File: src/rtl/booth_pkg.sv
`default_nettype none
// ============================================================================
//  Module   : booth_pkg
//  Purpose  : State encodings and Booth pair codes shared by the Booth
//             multiplier controller and its interface users.
//  Revision : 1.0  initial release
// ============================================================================
package booth_pkg;

    typedef logic [2:0] state_t;

    localparam state_t S_IDLE  = 3'd0;
    localparam state_t S_LDM   = 3'd1;
    localparam state_t S_LDQ   = 3'd2;
    localparam state_t S_EXAM  = 3'd3;
    localparam state_t S_ARITH = 3'd4;
    localparam state_t S_SHIFT = 3'd5;
    localparam state_t S_DONE  = 3'd6;

    // {Q[0], Q[-1]} pairs that require an arithmetic step
    localparam logic [1:0] BP_SUB = 2'b10;
    localparam logic [1:0] BP_ADD = 2'b01;

    function automatic logic is_arith_pair(input logic [1:0] pair);
        return (pair == BP_SUB) || (pair == BP_ADD);
    endfunction

endpackage
`default_nettype wire

File: src/rtl/booth_ctrl_if.sv
`default_nettype none
// ============================================================================
//  Module   : booth_ctrl_if
//  Purpose  : Handshake, datapath status and datapath strobe bundle between
//             the Booth controller (master) and the datapath/requester (slave).
//  Revision : 1.0  initial release
// ============================================================================
interface booth_ctrl_if;

    logic start;
    logic qm1;
    logic q0;
    logic eqz;
    logic busy;
    logic done;
    logic sel_q;
    logic ldA;
    logic ldQ;
    logic ldM;
    logic clrA;
    logic clrQ;
    logic clrff;
    logic sftA;
    logic sftQ;
    logic addsub;
    logic decr;
    logic ldcnt;

    modport master (
        input  start, qm1, q0, eqz,
        output busy, done, sel_q,
        output ldA, ldQ, ldM, clrA, clrQ, clrff, sftA, sftQ, addsub, decr, ldcnt
    );

    modport slave (
        output start, qm1, q0, eqz,
        input  busy, done, sel_q,
        input  ldA, ldQ, ldM, clrA, clrQ, clrff, sftA, sftQ, addsub, decr, ldcnt
    );

endinterface
`default_nettype wire

File: src/rtl/booth_ctrl.sv
`default_nettype none
// ============================================================================
//  Module   : booth_ctrl
//  Purpose  : Moore controller sequencing a radix-2 Booth multiplier datapath:
//             operand load, WIDTH add/sub/shift iterations, done pulse.
//  Revision : 1.0  initial release
// ============================================================================
module booth_ctrl
    import booth_pkg::*;
#(
    parameter int   WIDTH      = 16,
    parameter logic ADDSUB_ADD = 1'b1
) (
    input  wire          clk,
    input  wire          rst_n,
    booth_ctrl_if.master bus
);

    state_t     r_state;
    state_t     w_next;
    logic       r_op;
    logic [1:0] w_pair;
    logic       w_arith_op;

    generate
        if (WIDTH < 2) begin : g_width_check
            $error("booth_ctrl: WIDTH must be at least 2");
        end
    endgenerate

    assign w_pair     = {bus.q0, bus.qm1};
    assign w_arith_op = (w_pair == BP_SUB) ? ~ADDSUB_ADD : ADDSUB_ADD;

    // The operation is captured on entry to ARITH so addsub stays stable
    // while the datapath settles A+/-M.
    always_ff @(posedge clk) begin
        if (!rst_n) begin
            r_state <= S_IDLE;
            r_op    <= 1'b0;
        end else begin
            r_state <= w_next;
            if ((r_state == S_EXAM) && (w_next == S_ARITH)) begin
                r_op <= w_arith_op;
            end
        end
    end

    always_comb begin
        w_next = r_state;
        case (r_state)
            S_IDLE:  w_next = bus.start ? S_LDM : S_IDLE;
            S_LDM:   w_next = S_LDQ;
            S_LDQ:   w_next = S_EXAM;
            S_EXAM: begin
                if (bus.eqz) begin
                    w_next = S_DONE;
                end else if (is_arith_pair(w_pair)) begin
                    w_next = S_ARITH;
                end else begin
                    w_next = S_SHIFT;
                end
            end
            S_ARITH: w_next = S_SHIFT;
            S_SHIFT: w_next = S_EXAM;
            S_DONE:  w_next = S_IDLE;
            default: w_next = S_IDLE;
        endcase
    end

    always_comb begin
        bus.busy   = (r_state != S_IDLE);
        bus.done   = 1'b0;
        bus.sel_q  = 1'b0;
        bus.ldA    = 1'b0;
        bus.ldQ    = 1'b0;
        bus.ldM    = 1'b0;
        bus.clrA   = 1'b0;
        bus.clrQ   = 1'b0;
        bus.clrff  = 1'b0;
        bus.sftA   = 1'b0;
        bus.sftQ   = 1'b0;
        bus.addsub = 1'b0;
        bus.decr   = 1'b0;
        bus.ldcnt  = 1'b0;
        case (r_state)
            S_LDM: begin
                bus.ldM   = 1'b1;
                bus.clrA  = 1'b1;
                bus.clrff = 1'b1;
                bus.ldcnt = 1'b1;
            end
            S_LDQ: begin
                bus.ldQ   = 1'b1;
                bus.sel_q = 1'b1;
            end
            S_ARITH: begin
                bus.ldA    = 1'b1;
                bus.addsub = r_op;
            end
            S_SHIFT: begin
                bus.sftA = 1'b1;
                bus.sftQ = 1'b1;
                bus.decr = 1'b1;
            end
            S_DONE:  bus.done = 1'b1;
            default: ;
        endcase
    end

endmodule
`default_nettype wire
File: src/flat_wrapper.sv
// flat-port wrapper written by rule: the top's interface ports become plain ports
module booth_ctrl_flat import booth_pkg::*;
#(
    parameter int   WIDTH      = 16,
    parameter logic ADDSUB_ADD = 1'b1
)
  (clk, rst_n, bus_start, bus_qm1, bus_q0, bus_eqz, bus_busy, bus_done, bus_sel_q, bus_ldA, bus_ldQ, bus_ldM, bus_clrA, bus_clrQ, bus_clrff, bus_sftA, bus_sftQ, bus_addsub, bus_decr, bus_ldcnt);
  booth_ctrl_if bus_i ();
  input  wire clk;
  input  wire rst_n;
  input wire logic [$bits(bus_i.start)-1:0] bus_start;
  input wire logic [$bits(bus_i.qm1)-1:0] bus_qm1;
  input wire logic [$bits(bus_i.q0)-1:0] bus_q0;
  input wire logic [$bits(bus_i.eqz)-1:0] bus_eqz;
  output wire logic [$bits(bus_i.busy)-1:0] bus_busy;
  output wire logic [$bits(bus_i.done)-1:0] bus_done;
  output wire logic [$bits(bus_i.sel_q)-1:0] bus_sel_q;
  output wire logic [$bits(bus_i.ldA)-1:0] bus_ldA;
  output wire logic [$bits(bus_i.ldQ)-1:0] bus_ldQ;
  output wire logic [$bits(bus_i.ldM)-1:0] bus_ldM;
  output wire logic [$bits(bus_i.clrA)-1:0] bus_clrA;
  output wire logic [$bits(bus_i.clrQ)-1:0] bus_clrQ;
  output wire logic [$bits(bus_i.clrff)-1:0] bus_clrff;
  output wire logic [$bits(bus_i.sftA)-1:0] bus_sftA;
  output wire logic [$bits(bus_i.sftQ)-1:0] bus_sftQ;
  output wire logic [$bits(bus_i.addsub)-1:0] bus_addsub;
  output wire logic [$bits(bus_i.decr)-1:0] bus_decr;
  output wire logic [$bits(bus_i.ldcnt)-1:0] bus_ldcnt;
  assign bus_i.start = bus_start;
  assign bus_i.qm1 = bus_qm1;
  assign bus_i.q0 = bus_q0;
  assign bus_i.eqz = bus_eqz;
  assign bus_busy = bus_i.busy;
  assign bus_done = bus_i.done;
  assign bus_sel_q = bus_i.sel_q;
  assign bus_ldA = bus_i.ldA;
  assign bus_ldQ = bus_i.ldQ;
  assign bus_ldM = bus_i.ldM;
  assign bus_clrA = bus_i.clrA;
  assign bus_clrQ = bus_i.clrQ;
  assign bus_clrff = bus_i.clrff;
  assign bus_sftA = bus_i.sftA;
  assign bus_sftQ = bus_i.sftQ;
  assign bus_addsub = bus_i.addsub;
  assign bus_decr = bus_i.decr;
  assign bus_ldcnt = bus_i.ldcnt;
  booth_ctrl #(.WIDTH(WIDTH), .ADDSUB_ADD(ADDSUB_ADD)) u_core (.clk(clk), .rst_n(rst_n), .bus(bus_i));
endmodule
File: config.mk
export PLATFORM = sky130hd
export DESIGN_NAME = booth_ctrl_flat
export DESIGN_NICKNAME = d
export VERILOG_FILES = /design/src/rtl/booth_pkg.sv /design/src/rtl/booth_ctrl_if.sv /design/src/rtl/booth_ctrl.sv /design/src/flat_wrapper.sv
export SDC_FILE = /design/constraint.sdc
export NUM_CORES = 1
export LEC_CHECK = 0
export CAP_MARGIN = 30
export CORE_AREA = 5 5 42 44
export CTS_CLUSTER_SIZE = 40
export DETAILED_ROUTE_END_ITERATION = 7
export DIE_AREA = 0 0 47 49
export DONT_BUFFER_PORTS = 1
export MAX_ROUTING_LAYER = met4
export SYNTH_ARGS = -nofsm -noshare
export SYNTH_HDL_FRONTEND = slang
export SYNTH_SLANG_ARGS = --single-unit
File: constraint.sdc
create_clock -name clk -period 1.3 [get_ports clk]
set_input_delay 0.26 -clock clk [delete_from_list [all_inputs] [get_ports clk]]
set_output_delay 0.26 -clock clk [all_outputs]
set_load 0.05 [all_outputs]
==> results.toml <==
[floorplanning]
start_util = 0.223
num_rows = 14
core_region_area_sq_um = 1400
fp.dieW_um = 47
die_area_sq_um = 2300
die_y_um = 49
num_io_pins = 20

[routing]
top_layer_used = "met4"
drc = 0
wl_met3_um = 64
dr_wl_met2_um = 376
first_iter_violations = 4
vias = 301
vias_per_cell = 4.56
ant_nets = 0
dr.pass1.iters = 3
wl_met1_um = 287
wl_per_cell_um = 11.3
wirelength_um = 749

[clocking]
htreeDepth = 1
cts_hold_buffers = 0
clock_sink_count = 4
cts_max_path_buffers = 2
clk_pin_slew_ns = 0.04
numCtsBuffers = 3
cts_tree = "done"
ctsRootBufferMaster = "clkbuf_4"
clkLatencyLatePin_ns = 0.24

[timing]
fin_skew_ns = 0.00186
hold_viol = 0
period_needed_ns = 1.42
clock.fmax_ghz = 0.702
drv_slew = 0
setup_slack_ns = -0.125
fin_crit_sh = 1.10
setup_viol = 13
rsz0062_at_grt = "true"

[power_and_ir_drop]
power_mw = 0.628
power_density_nw_per_um2 = 1110
leakagePower_nw = 0.254
peakVddDrop_mv = 0.815

[flow_run]
drv_cap = 0

[critical_path]
cp.arrival_ns = 1.16
critPathRequiredTime_ns = 1.04
crit_chain = "buf_6 > inv_8 > and3_4 > buf_12"
crit_buf_inv = 3
reg2reg_depth = 4
cp-start-kind = "flip-flop"
critPathSlowestCell = "dfxtp_4"
crit_type = "reg2out"
cpLargestDelayFamily = "buffers and inverters"
r2r-start = "u_core.r_state[2]"
crit_fanout = 5
slowest_delay_ns = 0.35
reg2reg_to = "u_core.r_op"
critPathCaptureType = "output pin"
r2r_slack_ns = 0.16

[global_routing]
gr-total-overflow = 0
grt_max_degree = 9
grt_pass1_vias = 336
grt_pass1_wl_um = 1320
antenna_found_initial = 0
track_usage = 0.0822

[yosys]
yosysTopAreaCellShare = 0.256
yosysUniqueCellTypes = 21
yosysTopAreaCell = "dfxtp_1"
synthFlopType = "dfxtp_1"
syn_area_per_cell_sq_um = 7.82
syn-num-nets = 47
synthesis.area_sq_um = 313
ys_seq_elements = 4
async_flop_share = 0
yosys-top-cells-area = "dfxtp_1 (26%), buf_4 (19%), a21o_1 (4.8%)"
ys_seq_area_frac = 0.256
synthCells = 40
yosysWarningCount = 0
synth_edf_count = 0

[finish]
area_growth_pct = 80.8
final_cell_mix = "buf_4 (7), buf_12 (6), inv_1 (3), clkbuf_4 (3), dfxtp_4 (3)"
final_cells = 66
layout_commonest_cell = "buf_4"
layout-drive-gt1-share = 0.620
fin_nets = 58
diodes = 0

[placement]
dp_cells = 59
io_buffers = 0
routabilityCongestion = 0.749
hpwlAfterDp_um = 577

[worst_hold_path]
hold_path_class = "in2reg"
holdPathEnd = "u_core.r_state[2]"
min_from = "rst_n"
holdPathStages = 1

[run_status]
violations = "setup timing"
status = "finished, violations left"
==> through the flow <==
step	setup slack, ns	utilization	TNS (ns)	cell area, sq um	hold WS (ns)
after floorplan	-0.130	-	-0.458	390	0.377
after global placement	0.0105	0.345	0	483	0.380
after detailed placement	-0.00114	0.345	-0.00114	483	0.386
after CTS	-0.138	0.400	-1.28	561	0.128
after global routing	-0.156	0.404	-1.67	566	0.118
final	-0.125	0.404	-1.13	566	0.132
==> layout make-up <==
class | count | area, sq um
Timing Repair Buffer | 15 | 195
Tap cell | 16 | 20.0
Multi-Input combinational cell | 23 | 210
Clock buffer | 4 | 26.3
Fill cell | 155 | 836
Inverter | 4 | 22.5
Sequential cell | 4 | 91.3
==> repair_timing <==
item                       4_1_cts  5_1_grt
pin swaps                        2        1
resized for setup               10        2
buffers inserted                 3        0
setup endpoints to repair       13       13
==> how the worst max path moves through the flow <==
stage,from,to,slack (ns),cells past startpoint
after global routing,u_core.r_state[1],bus_sftA,-0.16,4
final,u_core.r_state[1],bus_sftA,-0.12,4
after global placement,u_core.r_state[0],bus_busy,0.01,1
after floorplan,u_core.r_state[0],bus_sel_q,-0.13,3
after detailed placement,u_core.r_state[0],bus_busy,-0.001,1
after CTS,u_core.r_state[1],bus_sftA,-0.14,4
==> cell families (layout without fill, tap and decap cells) <==
| family | Yosys count | count (layout) | synth area share |
|---|---|---|---|
| other | 1 | 1 | 0.0120 |
| adder cells (fa/ha/maj) | 1 | 1 | 0.0400 |
| flip-flops | 4 | 4 | 0.256 |
| buffers and inverters | 13 | 23 | 0.252 |
| AND/OR/NAND/NOR | 13 | 13 | 0.260 |
| AO/OA/AOI/OAI | 8 | 8 | 0.180 |
==> state kept, by name, summed over array words and instances, names as in the netlist <==
signal / count
u_core.r_state: 3
u_core.r_op: 1
==> layer usage <==
layer | vias to the layer above | track usage
li1 | 149 | -
met1 | 136 | 0.0788
met2 | 13 | 0.133
met3 | 3 | 0.0221
met4 | 0 | 0.0599
met5 | - | -
==> cell usage after synthesis (all sizes together) (2+ instances only) <==
master	count
dfxtp	4
nand2b	2
a21oi	2
and3	2
inv	4
nor2	3
buf	8
a21o	2
==> report_power, final <==
group | switching [mW] | leakage, nW | internal, mW
clock | 0.0606 | 0.0150 | 0.116
sequential | 0.0198 | 0.0348 | 0.133
combinational | 0.186 | 0.204 | 0.112
No activity file was read; power rests on OpenSTA's default activity.
